**src/rtl/ether_pkg.sv**
```systemverilog
// Shared types and constants for the RMII receive framer.
// The CRC step function is used only when ETHER_RX_FCS_CHECK_EN is defined.
package ether_pkg;

    typedef enum logic [1:0] {
        IDLE = 2'd0,
        PRE  = 2'd1,
        DATA = 2'd2,
        DROP = 2'd3
    } state_e;

    localparam logic [1:0]  PRE_DIBIT_DEF = 2'b01;
    localparam logic [1:0]  SFD_DIBIT_DEF = 2'b11;
    localparam logic [31:0] CRC32_POLY    = 32'hEDB8_8320;
    localparam logic [31:0] CRC32_INIT    = 32'hFFFF_FFFF;
    localparam logic [31:0] CRC32_RESIDUE = 32'hDEBB_20E3;

    typedef struct packed {
        logic        err_align;
        logic        err_long;
        logic        fcs_ok;
        logic [15:0] dibit_cnt;
    } rx_status_t;

    // Reflected CRC-32 advanced by one dibit, bit 0 first.
    function automatic logic [31:0] crc32_dibit_step(input logic [31:0] crc,
                                                     input logic [1:0]  dibit);
        logic [31:0] c;
        c = crc;
        for (int i = 0; i < 2; i++) begin
            c = (c[0] ^ dibit[i]) ? ((c >> 1) ^ CRC32_POLY) : (c >> 1);
        end
        return c;
    endfunction

endpackage

```
**src/rtl/ether_rx_framer_if.sv**
```systemverilog
// RMII receive side plus framed word/status outputs of ether_rx_framer.
interface ether_rx_framer_if #(
    parameter int unsigned OUT_W = 8
);
    logic             crsdv;
    logic [1:0]       rxd;
    logic             axiov;
    logic [OUT_W-1:0] axiod;
    logic             done;
    logic             err_align;
    logic             err_long;
    logic             fcs_ok;
    logic [15:0]      dibit_cnt;

    modport master (
        output crsdv, rxd,
        input  axiov, axiod, done, err_align, err_long, fcs_ok, dibit_cnt
    );

    modport slave (
        input  crsdv, rxd,
        output axiov, axiod, done, err_align, err_long, fcs_ok, dibit_cnt
    );
endinterface

```
**src/rtl/crc32_dibit.sv**
```systemverilog
// Dibit-serial reflected CRC-32 register; init has priority over en.
module crc32_dibit
    import ether_pkg::*;
(
    input  logic        clk,
    input  logic        rst,
    input  logic        init,
    input  logic        en,
    input  logic [1:0]  dibit,
    output logic [31:0] crc
);

    logic [31:0] crc_q;

    always_ff @(posedge clk) begin
        if (rst || init) begin
            crc_q <= CRC32_INIT;
        end else if (en) begin
            crc_q <= crc32_dibit_step(crc_q, dibit);
        end
    end

    assign crc = crc_q;

endmodule

```
**src/rtl/ether_rx_framer.sv**
```systemverilog
// RMII receive framer: strips preamble/SFD, packs dibits LSB-first into OUT_W words.
// Define ETHER_RX_FCS_CHECK_EN to add the FCS residue check; otherwise fcs_ok is 0.
module ether_rx_framer
    import ether_pkg::*;
#(
    parameter int unsigned OUT_W      = 8,
    parameter int unsigned MIN_PRE    = 24,
    parameter int unsigned MAX_DIBITS = 6104,
    parameter logic [1:0]  PRE_DIBIT  = PRE_DIBIT_DEF,
    parameter logic [1:0]  SFD_DIBIT  = SFD_DIBIT_DEF
) (
    input  logic          clk,
    input  logic          rst,
    ether_rx_framer_if.slave rx
);

    localparam int unsigned SLOTS  = OUT_W / 2;
    localparam int unsigned SLOT_W = (SLOTS > 1) ? $clog2(SLOTS) : 1;

    state_e           state_q;
    logic [5:0]       pre_cnt_q;
    logic [SLOT_W-1:0] slot_q;
    logic [OUT_W-1:0] buf_q;
    logic [15:0]      cnt_q;
    logic             long_q;
    logic             axiov_q;
    logic [OUT_W-1:0] axiod_q;
    logic             done_q;
    rx_status_t       status_q;

    logic [OUT_W-1:0] word_d;
    logic [15:0]      cnt_d;
    logic             too_long_c;
    logic             last_slot_c;
    logic             sfd_accept_c;
    logic             data_en_c;
    logic             fcs_ok_c;
    rx_status_t       status_d;

    // Next word image, running count and frame-end status seen by the current dibit.
    always_comb begin
        word_d                        = buf_q;
        word_d[{slot_q, 1'b0} +: 2]   = rx.rxd;
        cnt_d        = (cnt_q == 16'hFFFF) ? cnt_q : cnt_q + 16'd1;
        too_long_c   = (32'(cnt_d) > MAX_DIBITS);
        last_slot_c  = (slot_q == SLOT_W'(SLOTS - 1));
        sfd_accept_c = (state_q == PRE) && rx.crsdv && (rx.rxd == SFD_DIBIT)
                       && (32'(pre_cnt_q) >= MIN_PRE);
        data_en_c    = (state_q == DATA) && rx.crsdv;
        status_d.err_align = (slot_q != '0);
        status_d.err_long  = long_q;
        status_d.fcs_ok    = fcs_ok_c;
        status_d.dibit_cnt = cnt_q;
    end

`ifdef ETHER_RX_FCS_CHECK_EN
    logic [31:0] crc_c;

    crc32_dibit u_crc (
        .clk   (clk),
        .rst   (rst),
        .init  (sfd_accept_c),
        .en    (data_en_c),
        .dibit (rx.rxd),
        .crc   (crc_c)
    );

    assign fcs_ok_c = (crc_c == CRC32_RESIDUE);
`else
    assign fcs_ok_c = 1'b0;
`endif

    always_ff @(posedge clk) begin
        if (rst) begin
            state_q   <= IDLE;
            pre_cnt_q <= '0;
            slot_q    <= '0;
            buf_q     <= '0;
            cnt_q     <= '0;
            long_q    <= 1'b0;
            axiov_q   <= 1'b0;
            axiod_q   <= '0;
            done_q    <= 1'b0;
            status_q  <= '0;
        end else begin
            axiov_q <= 1'b0;
            done_q  <= 1'b0;
            unique case (state_q)
                IDLE: begin
                    if (rx.crsdv) begin
                        long_q    <= 1'b0;
                        pre_cnt_q <= 6'd1;
                        state_q   <= (rx.rxd == PRE_DIBIT) ? PRE : DROP;
                    end
                end
                PRE: begin
                    if (!rx.crsdv) begin
                        state_q <= IDLE;
                    end else if (rx.rxd == PRE_DIBIT) begin
                        if (pre_cnt_q != 6'd63) pre_cnt_q <= pre_cnt_q + 6'd1;
                    end else if (sfd_accept_c) begin
                        state_q <= DATA;
                        slot_q  <= '0;
                        cnt_q   <= '0;
                        long_q  <= 1'b0;
                    end else begin
                        state_q <= DROP;
                    end
                end
                DATA: begin
                    if (data_en_c) begin
                        cnt_q <= cnt_d;
                        if (last_slot_c) begin
                            axiov_q <= 1'b1;
                            axiod_q <= word_d;
                            slot_q  <= '0;
                        end else begin
                            buf_q  <= word_d;
                            slot_q <= slot_q + SLOT_W'(1);
                        end
                        if (too_long_c) begin
                            long_q  <= 1'b1;
                            state_q <= DROP;
                        end
                    end else begin
                        done_q   <= 1'b1;
                        status_q <= status_d;
                        state_q  <= IDLE;
                    end
                end
                DROP: begin
                    // Only an oversize frame owes its consumer a done pulse.
                    if (!rx.crsdv) begin
                        if (long_q) begin
                            done_q   <= 1'b1;
                            status_q <= status_d;
                        end
                        long_q  <= 1'b0;
                        state_q <= IDLE;
                    end
                end
                default: state_q <= IDLE;
            endcase
        end
    end

    assign rx.axiov     = axiov_q;
    assign rx.axiod     = axiod_q;
    assign rx.done      = done_q;
    assign rx.err_align = status_q.err_align;
    assign rx.err_long  = status_q.err_long;
    assign rx.fcs_ok    = status_q.fcs_ok;
    assign rx.dibit_cnt = status_q.dibit_cnt;

endmodule

```
**src/flat_wrapper.sv**
```systemverilog
// flat-port wrapper written by rule: the top's interface ports become plain ports
module ether_rx_framer_flat import ether_pkg::*;
#(
    parameter int unsigned OUT_W      = 8,
    parameter int unsigned MIN_PRE    = 24,
    parameter int unsigned MAX_DIBITS = 6104,
    parameter logic [1:0]  PRE_DIBIT  = PRE_DIBIT_DEF,
    parameter logic [1:0]  SFD_DIBIT  = SFD_DIBIT_DEF
)
  (clk, rst, rx_crsdv, rx_rxd, rx_axiov, rx_axiod, rx_done, rx_err_align, rx_err_long, rx_fcs_ok, rx_dibit_cnt);
  ether_rx_framer_if #(.OUT_W(OUT_W)) rx_i ();
  input  logic clk;
  input  logic rst;
  input wire logic [$bits(rx_i.crsdv)-1:0] rx_crsdv;
  input wire logic [$bits(rx_i.rxd)-1:0] rx_rxd;
  output wire logic [$bits(rx_i.axiov)-1:0] rx_axiov;
  output wire logic [$bits(rx_i.axiod)-1:0] rx_axiod;
  output wire logic [$bits(rx_i.done)-1:0] rx_done;
  output wire logic [$bits(rx_i.err_align)-1:0] rx_err_align;
  output wire logic [$bits(rx_i.err_long)-1:0] rx_err_long;
  output wire logic [$bits(rx_i.fcs_ok)-1:0] rx_fcs_ok;
  output wire logic [$bits(rx_i.dibit_cnt)-1:0] rx_dibit_cnt;
  assign rx_i.crsdv = rx_crsdv;
  assign rx_i.rxd = rx_rxd;
  assign rx_axiov = rx_i.axiov;
  assign rx_axiod = rx_i.axiod;
  assign rx_done = rx_i.done;
  assign rx_err_align = rx_i.err_align;
  assign rx_err_long = rx_i.err_long;
  assign rx_fcs_ok = rx_i.fcs_ok;
  assign rx_dibit_cnt = rx_i.dibit_cnt;
  ether_rx_framer #(.OUT_W(OUT_W), .MIN_PRE(MIN_PRE), .MAX_DIBITS(MAX_DIBITS), .PRE_DIBIT(PRE_DIBIT), .SFD_DIBIT(SFD_DIBIT)) u_core (.clk(clk), .rst(rst), .rx(rx_i));
endmodule
```
**config.mk**
```make
export PLATFORM = sky130hd
export DESIGN_NAME = ether_rx_framer_flat
export DESIGN_NICKNAME = d
export VERILOG_FILES = /design/src/rtl/ether_pkg.sv /design/src/rtl/ether_rx_framer_if.sv /design/src/rtl/crc32_dibit.sv /design/src/rtl/ether_rx_framer.sv /design/src/flat_wrapper.sv
export SDC_FILE = /design/constraint.sdc
export NUM_CORES = 1
export LEC_CHECK = 0
export ABC_CLOCK_PERIOD_IN_PS = 2620
export CAP_MARGIN = 15
export CORE_MARGIN = 2
export CORE_UTILIZATION = 45
export CTS_BUF_LIST = sky130_fd_sc_hd__clkbuf_16
export DETAILED_ROUTE_END_ITERATION = 6
export PLACE_DENSITY_LB_ADDON = 0.2
export SLEW_MARGIN = 20
export SYNTH_ARGS = -nofsm -noshare
export SYNTH_HDL_FRONTEND = slang
export SYNTH_SLANG_ARGS = --single-unit
```
**constraint.sdc**
```tcl
create_clock -name clk -period 2.62 [get_ports clk]
set_input_delay 0.393 -clock clk [delete_from_list [all_inputs] [get_ports clk]]
set_output_delay 0.393 -clock clk [all_outputs]
set_load 0.05 [all_outputs]
```
; After elaboration in Yosys (flattened, before gate mapping)
; Cells that the tools add are included.
[classes]
add_sub_neg = 4
n_lt_le_gt_ge = 2
eq_ne = 21
shifts = 2
n_mux = 44
bitwise_logic = 3
n_reduce_logical = 17
[op_table]
columns = op, count
row1 = 2-to-1 mux 16 bit, 5
row2 = 2-to-1 mux 19 bit, 3
row3 = one-hot mux 19 bit (2 select lines), 1
row4 = one-hot mux 16 bit (2 select lines), 1
row5 = 2-to-1 mux 2 bit, 12
row6 = 2-to-1 mux 6 bit, 4
row7 = "adder 16 x 1 -> 16 bit, second input constant", 1
row8 = "equality test 16 bit, second input constant", 1
row9 = "greater-than comparator 16 x 13 -> 1 bit, second input constant", 1
row10 = "!= test 2 bit, second input constant", 7
row11 = 2-to-1 mux 1 bit, 12
row12 = one-hot mux 6 bit (2 select lines), 1
row13 = AND reduction 5 bit, 2
row14 = bitwise mux 8 bit, 1
row15 = "equality test 2 bit, second input constant", 4
row16 = "!= test 2 x 1 -> 1 bit, second input constant", 4
row17 = one-hot mux 2 bit (4 select lines), 1
row18 = AND reduction 4 bit, 2
row19 = nonzero test 2 bit, 4
row20 = "variable shift 2 x 5 -> 8 bit, first input constant", 1
row21 = indexed part select 2 x 5 -> 8 bit, 1
row22 = AND reduction 7 bit, 1
row23 = "adder 6 x 1 -> 6 bit, second input constant", 1
row24 = ">= comparator 6 x 5 -> 1 bit, second input constant", 1
row25 = other kinds (14), 21
[word_totals]
register_bits = 64
input_bits = 5
output_inout_bits = 29
wordCells = 106

; Longest topological paths before layout
; Gate-level depths: netlist of run 1.
[logic_depth]
word_depth = 8
mapped_depth = 10
depth_no_buf = 9

; Least setup slack after synthesis of run 1
; OpenSTA, ideal clock, no wires.
[synth_timing]
path_type = reg2reg
startpoint = register u_core.cnt_q[0]
endpoint = register u_core.state_q[0]
setup_time_ns = 0.103
arrival_time_ns = 2.431
t_required_ns = 2.517
slack_ns = 0.085
stages_incl_launch_ff = 10
n_path_buf = 1
period_less_slack_ns = 2.535
path_cell_list = dfxtp_1 -> ha_1 -> and3_1 -> buf_2 -> nor4b_1 -> mux2i_1 -> or3b_1 -> nor4_2 -> o22ai_1 -> a2111oi_2
[synth_between]
elab_chain_len = 5
elab_cells_between_ends = 6
cone_classes = add/sub (1) / order compare (1) / eq/ne (2) / mux (1) / reduce/logical (1)
[synth_lines]
columns = item, line_no
row1 = start: declaration, ether_rx_framer.sv:24  ; logic [15:0] cnt_q;
row2 = start signal: assignment, ether_rx_framer.sv:112  ; cnt_q <= cnt_d;
row3 = adder 16 x 1 -> 16 bit / equality test 16 bit (equally long branches), ether_rx_framer.sv:44  ; cnt_d = (cnt_q == 16'hFFFF) ? cnt_q : cnt_q + 16'd1;
row4 = 2-to-1 mux 16 bit (*), ether_rx_framer.sv:44
row5 = greater-than comparator 16 x 13 -> 1 bit (*), ether_rx_framer.sv:45  ; too_long_c = (32'(cnt_d) > MAX_DIBITS);
row6 = != test 3 x 2 -> 1 bit (no line) (*), --
row7 = AND reduction 4 bit (no line) (*), --
row8 = end signal: assignment, ether_rx_framer.sv:93  ; state_q <= (rx.rxd == PRE_DIBIT) ? PRE : DROP;
row9 = end: declaration, ether_rx_framer.sv:20  ; state_e state_q;
; Mark *: on every way between the ends. The rest lies on a longest branch, timed or not.
; A chain may end at the register's enable or synchronous reset.

; Worst setup path after layout of run 1
; Ends and elaborated chain as after synthesis.

==> results of run 1 <==
-- cell families after synthesis --
group                      count (synthesis)  synth area share (%)
xor gates and xnor gates                   6                  1.67
DFF                                       63                  40.0
buffers and inverters                     35                  4.81
other                                      1                 0.119
AOI/OAI and AO/OA                        112                  22.8
muxes                                      2                 0.636
adders and majority gates                  9                  3.58
and+or+nand+nor                          164                  26.3
-- state kept, by name, summed over array words and instances (netlist names) --
register and count:
u_core.cnt_q 16, u_core.rx.dibit_cnt 16, u_core.buf_q 8, u_core.rx.axiod 8, u_core.pre_cnt_q 6, u_core.slot_q 2
u_core.state_q 2, u_core.long_q 1, u_core.rx.axiov 1, u_core.rx.done 1, u_core.rx.err_align 1, u_core.rx.err_long 1
-- stage by stage --
stage	util, %	std cells
2_1_floorplan	-	392
3_3_place_gp	54.6	526
3_5_place_dp	54.6	526
4_1_cts	59.1	541
5_1_grt	59.2	541
6_report	59.2	541
-- area by class of cell --
| cell class | instances | area [um^2] |
|---|---|---|
| multi-input combinational | 294 | 1740 |
| tap | 96 | 120 |
| clock buffer | 9 | 225 |
| fill | 599 | 2780 |
| inverter | 8 | 30.0 |
| sequential | 63 | 1260 |
| timing repair buffer | 65 | 563 |
| clock inverter | 6 | 78.8 |
-- repair_timing --
| item | CTS | global route |
|---|---|---|
| endpoints found under the setup margin | 0 | 2 |
| buffers inserted | 0 | 0 |
| gates resized for setup | 0 | 3 |
-- critical path, cell delays in order (launching register included) --
cell	delay, ns
dfxtp_1	0.31
ha_1	0.20
and3_2	0.29
nor4b_1	0.26
mux2i_1	0.14
or3b_1	0.41
nor4_2	0.28
o22ai_1	0.16
a2111oi_2	0.35
-- cell usage in the layout, fill, tap and decap left out, drive strengths merged, types with 2 or more instances in the layout --
cell           count
and3               6
dfxtp             63
mux2i              2
bufinv             2
nand2b             2
ha                 9
nand4              8
nor2b             12
buf               34
and2               2
a21oi             33
nor3               7
clkdlybuf4s50     31
nand2             49
nor3b              5
a311oi             4
a31oi             16
inv               10
a41oi              4
nor4               4
o211ai             2
and4               3
a211oi            19
nand3              9
clkbuf             9
a22oi              5
xor2               5
nor2              49
o21ai             19
nand4b             2
-- layer usage --
metal	wire length, um	vias up
li1	-	1513
met4	126	0
met2	3530	93
met5	0	-
met3	319	11
met1	3890	1367
-- worst paths after layout --
check             depth (start not counted)                    start                 endpoint
hold reg to reg                           2  u_core.rx.dibit_cnt[15]  u_core.rx.dibit_cnt[15]
setup reg to reg                          8          u_core.cnt_q[0]        u_core.state_q[0]
hold / removal                            2                      rst         u_core.cnt_q[12]
setup / recovery                          8          u_core.cnt_q[0]        u_core.state_q[0]
-- power groups by stage --
stage / sequential, mW / combinational [mW] / clock (mW)
after floorplan: 1.00 / 0.0779 / 0
after global placement: 1.00 / 0.122 / 0
after detailed placement: 1.00 / 0.123 / 0
after CTS: 0.981 / 0.124 / 1.25
after global routing: 0.982 / 0.139 / 1.29
final: 0.981 / 0.123 / 1.23
==> metrics, run 1 <==
GR Util met3=around 3.9%; Tightest Hold Check Type=input pin to flip-flop; Total Neg Setup Slack=0 ns; die area=between 7000 and 8000 um^2; clock skew=0.00561 ns; Port-buffer cells=32; register area share after synthesis=40.0%; Power Total=about 2.3 mW; crit end category=flip-flop; Core Rows=30; pre-CTS setup slack=0.0757 ns; Pwr Density=581 nW/um^2; CP arrival=2.71 ns; Final Critical Period=2.49 ns; # setup viols final=0; Synth top cells by count=dfxtp_1 (63), nand2_1 (49), nor2_1 (49); top area cells in the synthesized netlist=dfxtp_1 (40%), nand2_1 (5.8%), nor2_1 (5.8%); Netlist cell types=53; Vias=2984; H-tree levels=3; Routed Antenna Nets=0; Max-cap violations=0; I/O pin cnt=34; Critical Path Fanout Max=10; DR iter-0 viols=229; First-pass DRT Iterations=5; die width=87.7 um; Slew Limit Fails=0; Sequential Power Share=around two fifths; grt total ovfl=0; vias in the first global route=2784; Worst-Margin Slew=0.659 ns; unrepaired setup endpoints after global routing=no; GRT Util Overall=22.3%; total CTS buffers=9; Layout area overhead=27.6%; Logic pwr share=~5.3%; chip height=87.7 um; CTS Buffer Depth=2; largest net degree at the start of global routing=42; flop-to-flop setup slack=about 0.13 ns; Worst Setup Path Type=flip-flop to flip-flop; Placed Area=3710 um^2; outcome=completed; global-route wire length before repair=13400 um; antenna cells=0; Post-synth EDFFs=0; clk root buf=clkbuf_16; Fmax=0.402 GHz; gr busiest metal=met2; Worst slew margin=55.8%; Final period util=94.9%; Final HPWL DP=5550 um; Core Area=6790 um^2; met2 Use GR=34.2%; count leader, synth=dfxtp_1; Final Instance Area=4020 um^2; startpoint types=flip-flop; Clk Latency, worst-skew pair=0.32 ns; internal cell power=1.83 mW; Total Routed Length=7870 um; CTS sink cnt=63; syn avg cell area=8.03 um^2; CTS tree=built; Clk pwr share=52.7%; DRC=0; final net count=455; Hold Buf Count CTS=0; initial antenna violation count=0; Post-synth top flop=dfxtp_1; Seq cells post-synth=between 60 and 70; GP Congestion=0.894; Hold Worst Slack=0.441 ns; Clk pin slew, worst setup/hold paths=around 0.060 ns; Synth Warn #=0; P_sw=0.506 mW; Final WS setup=0.132 ns; Initial Utilization=46.4%; share of flip-flops with an asynchronous set or reset=0%; top cell type by total area after synthesis=dfxtp_1; vias per cell=approximately 5.5; post-synthesis cell area=3150 um^2; top-area cell type share of the netlist area=40.0%; GRT met1 Usage=a little under a third; post-synth net total=406; cell count after synthesis=392; Hold Fails Final Rpt=0; Leakage=1.40 nW; layout cells sized above 1=12.4%; worst vdd ir=0.479 mV; Routed wire per std cell=14.5 um; Sw Share=21.7%; Worst Path Required=2.84 ns
Note: power is estimated with default switching activity, not from simulation.
==> run 2, diff against run 1 <==
ABC_CLOCK_PERIOD_IN_PS = 3200   (was 2620)
SKIP_CTS_REPAIR_TIMING = 1   (was not set)
clock period = 3.2 ns   (was 2.62 ns; I/O delays follow)
==> metrics, run 2 (synthesis results as in run 1) <==
Logic pwr share=approximately 4.9%; grt total ovfl=0; Critical Path Fanout Max=10; chip height=between 80 and 90 um; crit-path cells=ha_1 > and3_1 > nand2_1 > o211ai_1 > xor2_1 > nor4_2 > o22ai_1 > a2111oi_2; antenna cells=0; R2R Path End=u_core.state_q[0]; final net count=between 400 and 500; total CTS buffers=9; CTS sink cnt=63; Clk Latency, worst-skew pair=around 0.33 ns; Pwr Density=slightly below 500 nW/um^2; H-tree levels=3; internal cell power=roughly 1.5 mW; startpoint types=flip-flop; Leakage=1.27 nW; Core Area=6790 um^2; Tightest Hold Check Type=flip-flop to flip-flop; reg2reg start=u_core.cnt_q[0]; Worst slew margin=56.5%; Worst Setup Path Type=flip-flop to flip-flop; die width=between 80 and 90 um; # setup viols final=0; P_sw=slightly above 0.4 mW; critical-path cell with the highest stage delay=dfxtp_1; Max-cap violations=0; most frequent cells in the layout=dfxtp_1 (63), nor2_1 (49), nand2_1 (49); Fmax=roughly 0.35 GHz; Routed Antenna Nets=0; Initial Utilization=46.4%; clk root buf=clkbuf_16; GRT Util Overall=21.6%; Clk pin slew, worst setup/hold paths=0.05 ns; Vias=2888; Core Rows=30; flop-to-flop setup slack=0.33 ns; crit end category=flip-flop; min-delay src=u_core.rx.dibit_cnt[15]; Hold Fails Final Rpt=0; Routed wire per std cell=~14 um; Sequential Power Share=between 40% and 50%; commonest non-fill, non-tap cell in the layout=dfxtp_1; vias per cell=5.61; First-pass DRT Iterations=4; Final HPWL DP=5060 um; die area=7680 um^2; placed cells=501; largest net degree at the start of global routing=42; Final period util=89.7%; clock skew=0.00654 ns; I/O pin cnt=34; vias in the first global route=2626; Worst Path Required=3.43 ns; DRC=0; Port-buffer cells=32; Total Neg Setup Slack=0 ns; CP arrival=3.10 ns; Clk pwr share=a little over half; worst vdd ir=0.400 mV; DR iter-0 viols=155; Final Critical Period=2.87 ns; outcome=completed; Layout area overhead=21.5%; R2R cell count=8; WHS Endpoint=u_core.rx.dibit_cnt[15]; Hold Worst Slack=0.450 ns; Sw Share=21.5%; Total Routed Length=roughly 7400 um; unrepaired setup endpoints after global routing=no; slowest stage delay, CP=0.48 ns; GP Congestion=about 0.9; layout cells sized above 1=under 10%; initial antenna violation count=0; Finished Layout Cells=between 500 and 600; CTS tree=built; global-route wire length before repair=13000 um; Worst-Margin Slew=0.649 ns; CTS Buffer Depth=2; Slew Limit Fails=0; hold depth=2
[run 2: cell count changes in the layout (fill, tap and decap cells not counted), sizes merged]
cell,delta
buf,-25
inv,-1
[run 2: power by group through the flow]
| stage | clock network (mW) | registers (mW) | logic (mW) |
|---|---|---|---|
| floorplan | 0 | 0.820 | 0.0638 |
| global placement | 0 | 0.820 | 0.0914 |
| detailed placement | 0 | 0.821 | 0.0925 |
| CTS | 1.02 | 0.804 | 0.0930 |
| global route | 1.06 | 0.805 | 0.104 |
| finish | 1.00 | 0.804 | 0.0923 |
[run 2: how the worst max path moves through the flow]
| stage | startpoint | endpoint | slack (ns) | cells past startpoint |
|---|---|---|---|---|
| after floorplan | u_core.cnt_q[0] | u_core.state_q[0] | 0.67 | 9 |
| after global placement | u_core.cnt_q[0] | u_core.state_q[0] | 0.48 | 8 |
| after detailed placement | u_core.cnt_q[0] | u_core.state_q[0] | 0.35 | 8 |
| after CTS | u_core.cnt_q[0] | u_core.state_q[0] | 0.34 | 8 |
| after global routing | u_core.cnt_q[0] | u_core.long_q | 0.0001 | 9 |
| final | u_core.cnt_q[0] | u_core.state_q[0] | 0.33 | 8 |
[run 2: routing by layer]
metal / routed length (um) / share of wire [%] / GRT usage (%)
met1: 3580 / 48 / 29.8
met2: 3300 / 44 / 32.5
met3: 399 / 5.4 / 4.71
met4: 154 / 2.1 / 9.37
met5: 0 / 0 / 0
[run 2: worst max-delay path: cells and delay by family (launching register included)]
kind / cells / cell delay, ns
AND/OR/NAND/NOR: 3 / 0.99
flip-flops: 1 / 0.48
adder cells (fa/ha/maj): 1 / 0.30
AO/OA/AOI/OAI: 3 / 0.88
XOR/XNOR: 1 / 0.13
[run 2: area by class of cell]
| type | count | area (um^2) |
|---|---|---|
| multi-input cells | 294 | 1740 |
| flip-flops and latches | 63 | 1260 |
| clock inverters | 5 | 76.3 |
| well taps | 96 | 120 |
| inverters | 8 | 30.0 |
| repair buffers | 40 | 375 |
| clock buffers | 9 | 225 |
| fillers | 657 | 2970 |
[run 2: per-stage QoR]
step                util (%)  setup slack [ns]  area (um^2)  power, mW
detailed placement      51.9             0.346         3520      0.913
finish                  56.3             0.331         3820       1.90
CTS                     56.3             0.337         3820       1.92
global route            56.3          0.000123         3820       1.97
floorplan                  -             0.665         3150      0.884
global placement        51.9             0.482         3520      0.912
